### src/rtl/dmem_arbiter.sv
// Two-requester data-memory arbiter: combinational round-robin grant with
// per-requester bus lock, and a one-cycle read response routed to the owner.
module dmem_arbiter #(
  parameter int DATA_WIDTH = 32,
  parameter int MASK_WIDTH = DATA_WIDTH / 8
) (
  input  logic                  clk,
  input  logic                  arst_n,
  input  logic                  m0_req,
  input  logic                  m0_lock,
  input  logic                  m0_we,
  input  logic [DATA_WIDTH-1:0] m0_addr,
  input  logic [DATA_WIDTH-1:0] m0_wdata,
  input  logic [MASK_WIDTH-1:0] m0_mask,
  output logic                  m0_gnt,
  output logic                  m0_rvalid,
  output logic [DATA_WIDTH-1:0] m0_rdata,
  input  logic                  m1_req,
  input  logic                  m1_lock,
  input  logic                  m1_we,
  input  logic [DATA_WIDTH-1:0] m1_addr,
  input  logic [DATA_WIDTH-1:0] m1_wdata,
  input  logic [MASK_WIDTH-1:0] m1_mask,
  output logic                  m1_gnt,
  output logic                  m1_rvalid,
  output logic [DATA_WIDTH-1:0] m1_rdata,
  output logic                  mem_en,
  output logic                  mem_we,
  output logic [DATA_WIDTH-1:0] mem_addr,
  output logic [DATA_WIDTH-1:0] mem_wdata,
  output logic [MASK_WIDTH-1:0] mem_mask,
  input  logic [DATA_WIDTH-1:0] mem_rdata
);

  typedef enum logic [1:0] {
    IDLE  = 2'd0,
    LOCK0 = 2'd1,
    LOCK1 = 2'd2
  } state_t;

  state_t state_q, state_d;
  logic   last_grant;
  logic   rsp_pending;
  logic   rsp_owner;
  logic   g0, g1;
  logic   read_gnt;

  always_comb begin
    g0      = 1'b0;
    g1      = 1'b0;
    state_d = state_q;
    // Reset level gates the grant so nothing reaches memory while held in reset.
    if (arst_n) begin
      case (state_q)
        IDLE: begin
          if (m0_req && (!m1_req || last_grant)) g0 = 1'b1;
          else if (m1_req)                       g1 = 1'b1;
          if (g0 && m0_lock)      state_d = LOCK0;
          else if (g1 && m1_lock) state_d = LOCK1;
        end
        LOCK0: begin
          g0 = m0_req;
          if (!m0_req || !m0_lock) state_d = IDLE;
        end
        LOCK1: begin
          g1 = m1_req;
          if (!m1_req || !m1_lock) state_d = IDLE;
        end
        default: state_d = IDLE;
      endcase
    end
  end

  assign m0_gnt    = g0;
  assign m1_gnt    = g1;
  assign mem_en    = g0 | g1;
  assign mem_we    = g0 ? m0_we   : (g1 ? m1_we   : 1'b0);
  assign mem_mask  = g0 ? m0_mask : (g1 ? m1_mask : '0);
  assign mem_addr  = g1 ? m1_addr  : m0_addr;
  assign mem_wdata = g1 ? m1_wdata : m0_wdata;
  assign read_gnt  = mem_en & ~mem_we;

  assign m0_rvalid = arst_n & rsp_pending & ~rsp_owner;
  assign m1_rvalid = arst_n & rsp_pending &  rsp_owner;
  assign m0_rdata  = mem_rdata;
  assign m1_rdata  = mem_rdata;

  always_ff @(posedge clk) begin
    if (!arst_n) begin
      state_q     <= IDLE;
      last_grant  <= 1'b1;
      rsp_pending <= 1'b0;
      rsp_owner   <= 1'b0;
    end else begin
      state_q     <= state_d;
      rsp_pending <= read_gnt;
      if (mem_en)   last_grant <= g1;
      if (read_gnt) rsp_owner  <= g1;
    end
  end

endmodule
### config.mk
export PLATFORM = sky130hd
export DESIGN_NAME = dmem_arbiter
export DESIGN_NICKNAME = d
export VERILOG_FILES = /design/src/rtl/dmem_arbiter.sv
export SDC_FILE = /design/constraint.sdc
export NUM_CORES = 1
export LEC_CHECK = 0
export ABC_AREA = 1
export CAP_MARGIN = 10
export CORE_AREA = 10 10 113 115
export CTS_CLUSTER_DIAMETER = 200
export CTS_CLUSTER_SIZE = 10
export DETAILED_ROUTE_END_ITERATION = 10
export DIE_AREA = 0 0 123 125
export HOLD_SLACK_MARGIN = 0.15
export PLACE_DENSITY = 0.68
export SYNTH_ARGS = -nofsm -noshare
export SYNTH_HDL_FRONTEND = slang
export SYNTH_SLANG_ARGS = --single-unit
### constraint.sdc
create_clock -name clk -period 2.05 [get_ports clk]
set_input_delay 0.205 -clock clk [delete_from_list [all_inputs] [get_ports clk]]
set_output_delay 0.205 -clock clk [all_outputs]
set_load 0.05 [all_outputs]
==> results of run 1 <==
==> worst max-delay path by stage <==
stage                          endpoint
final                     mem_wdata[19]
after global routing      mem_wdata[19]
after CTS                 mem_wdata[19]
after detailed placement  mem_wdata[19]
after global placement    mem_wdata[19]
after floorplan             mem_mask[0]
==> cells by family (layout without fill, tap and decap cells) <==
group | after synthesis | after routing | synth area share, %
AND/OR/NAND/NOR | 237 | 237 | 54.3
buffers and inverters | 88 | 238 | 37.8
AO/OA/AOI/OAI | 5 | 5 | 1.93
flip-flops | 5 | 5 | 5.95
==> layout make-up <==
cell class | instances | area (um2)
fillers | 1138 | 7080
multi-input cells | 242 | 952
flip-flops and latches | 5 | 100
repair buffers | 224 | 2200
clock buffers | 4 | 45.0
well taps | 140 | 175
inverters | 10 | 42.5
==> stage by stage <==
stage               worst slack [ps]  utilization, %
CTS                             59.0            32.3
detailed placement              63.0            31.9
global placement                 106            31.9
finish                           134            33.2
floorplan                        420               -
global route                    44.6            33.2
==> flip-flops by register name, summed over array words and instances, names as in the netlist <==
| name | flops |
|---|---|
| last_grant | 1 |
| rsp_owner | 1 |
| rsp_pending | 1 |
| state_q | 2 |
==> cell usage in the layout, fill, tap and decap left out <==
master,count
buf_12,8
clkbuf_1,1
inv_6,1
nand3_2,1
a31oi_1,1
o21ai_0,1
nand3_1,5
o211ai_1,1
dlymetal6s2s_1,2
nor3_1,1
nor2_2,2
clkbuf_8,3
nand3b_1,1
clkdlybuf4s50_1,141
buf_4,68
nand2_1,217
nand2_4,1
a21oi_2,1
clkbuf_16,3
buf_6,2
inv_1,8
a21oi_1,1
dfxtp_1,5
inv_2,1
nor2_1,9
==> report_power, final <==
part / switching, uW / internal (uW) / leakage [uW] / total [uW]
Sequential: 6.50 / 108 / 0.0000413 / 114
Combinational: 778 / 534 / 0.00174 / 1310
Clock: 63.1 / 135 / 0.0000228 / 198
==> metal layers <==
metal	wire length (um)	up-vias	share of wire, %	GRT usage (%)
met2	4840	183	49	18.2
met3	1290	17	13	5.18
met5	0	-	0	0
li1	-	1234	-	-
met1	3510	1072	36	9.77
met4	160	0	1.6	3.08
==> worst max-delay path: cells and delay by family <==
kind                   cells  cell delay [ps]
buffers and inverters      5             1040
AND/OR/NAND/NOR            4              450
==> timing repair <==
item / 4_1_cts / 5_1_grt
endpoints found under the setup margin: 0 / 65
resized for setup: 0 / 7
hold buffers: 0 / 0
setup buffers: 0 / 0
==> results.yml, run 1 <==
timing:
  relSlewSlack_pct: 84.0
  rsz0062_at_grt: "false"
  report.final.slew_viol_count: 0
  max_freq_mhz: 522
  finalSetupViolCount: 0
  finalHoldViolCount: 0
  finalCritPeriodShare_pct: 93.4
  post-route-min-period_ps: 1920
  worst_pin_slew_ps: 237
  setup_tns_ps: 0
  whs_ps: 410
  skew_ps: 2.80
drt:
  post_drt_wl_per_cell_um: 15.7
  drtIter0Drc: 98
  routed_via_density: 4.01
  routed_wirelength_mm: 9.80
  detail-route-antenna-nets: 0
  drt-pass1-iter-count: 5
  drc_errors: 0
  via_count: 2506
worst_setup_path:
  startpoint: "arst_n"
  cp_common_cell: "nand2_1"
  worst_setup_path_end_kind: "primary output"
  r2r-start: "state_q[1]"
  crit_required_ps: 1850
  arrival_ps: 1710
  crit_fanout: 17
  cpPeakStageDelay_ps: 490
  rrSetupSlack_ps: 580
  crit_chain: "clkdlybuf4s50_1, inv_2, nor2_2, nand2_4, inv_6, buf_12, nand2_1, nand2_1, buf_4"
  slowest_stage: "clkdlybuf4s50_1"
  rr_endpoint: "rsp_owner"
  worstRegToRegCells: 8
  crit_type: "input pin to primary output"
  cp-start-kind: "input pin"
logic_synthesis:
  ys_seq_area_share_pct: 5.95
  yosysTopAreaCell: "nand2_1"
  synthCells: 335
  netlist-cell-type-count: 20
  synth_seq_cells: 5
  synth_top_area_share_pct: 48.4
  avgSynthCellArea_um2: 5.02
  yosys-top-cells-area: "nand2_1 (48%), buf_4 (29%), dfxtp_1 (5.9%), buf_6 (4.7%), nor2_1 (2.0%)"
  synth_most_common_cell: "nand2_1"
  synth_nets: 511
  synthesis.area_um2: 1680
  synth_commonest_cells: "nand2_1 (217), buf_4 (65), nor2_1 (9), inv_1 (8), buf_6 (7)"
  dominantRegCellSynth: "dfxtp_1"
  yosys_warnings: 0
  ys_async_sr_fraction_pct: 0
  synth_edf_count: 0
power:
  power_uw: 1620
  leakage_uw: 0.00180
  max-vdd-ir-drop_mv: 0.281
  power_density_nw_per_um2: 462
status:
  outcome: "finished, final reports clean"
die:
  num_rows: 38
  fp.dieArea_um2: 15400
  die_width_um: 123
  chipHeight_um: 125
  ioPinCount: 314
  start_util_pct: 15.9
  coreArea_um2: 10600
cells_and_area:
  diodes: 0
  post_route_cells_drive_above_1_share_pct: 18.8
  nNetsFinal: 662
  final_area_um2: 3520
  syn_to_final_growth_pct: 109
  stdcell_count: 625
clocking:
  clkLatencyLatePin_ps: 240
  cts_tree: "yes"
  clockBufferDepth: 2
  cts_root_buf: "clkbuf_8"
  cts_num_sinks: 5
  cts_max_level: 1
  cts_buffers: 3
placed_design:
  gp_congestion: 0.909
  dp_cells: 618
  portBuffers: 217
  dp_hpwl_mm: 7.75
  postPlaceCellArea_um2: 3380
global_route:
  grt_max_degree: 66
  grt_usage_pct: 10.1
  overflow: 0
  grt_pass1_wl_mm: 12.7
  antenna_found_initial: 0
  grt_pass1_vias: 2369
job:
  maxCapViolCount: 0
worst_hold_path:
  hp-class: "input pin to primary output"
  hold_start: "mem_rdata[1]"
  holdPathEnd: "m0_rdata[1]"
  hold_depth: 0
Note: power is estimated with default switching activity, not from simulation.
==> run 2, diff against run 1 <==
--- a/config.mk
+++ b/config.mk
@@ -12,6 +12,7 @@
 export CTS_CLUSTER_SIZE = 10
 export DETAILED_ROUTE_END_ITERATION = 10
 export DIE_AREA = 0 0 123 125
+export GPL_ROUTABILITY_DRIVEN = 0
 export HOLD_SLACK_MARGIN = 0.15
 export PLACE_DENSITY = 0.68
 export SYNTH_ARGS = -nofsm -noshare
==> results of run 2 <==
Same layout as run 1: the final DEF is identical, and so are final timing and power.
==> run 3, diff against run 2 <==
--- a/config.mk
+++ b/config.mk
@@ -15,6 +15,8 @@
 export GPL_ROUTABILITY_DRIVEN = 0
 export HOLD_SLACK_MARGIN = 0.15
 export PLACE_DENSITY = 0.68
+export SKIP_LAST_GASP = 1
 export SYNTH_ARGS = -nofsm -noshare
 export SYNTH_HDL_FRONTEND = slang
 export SYNTH_SLANG_ARGS = --single-unit
+export TNS_END_PERCENT = 100
==> results of run 3 <==
Same layout as run 1: the final DEF is identical, and so are final timing and power.
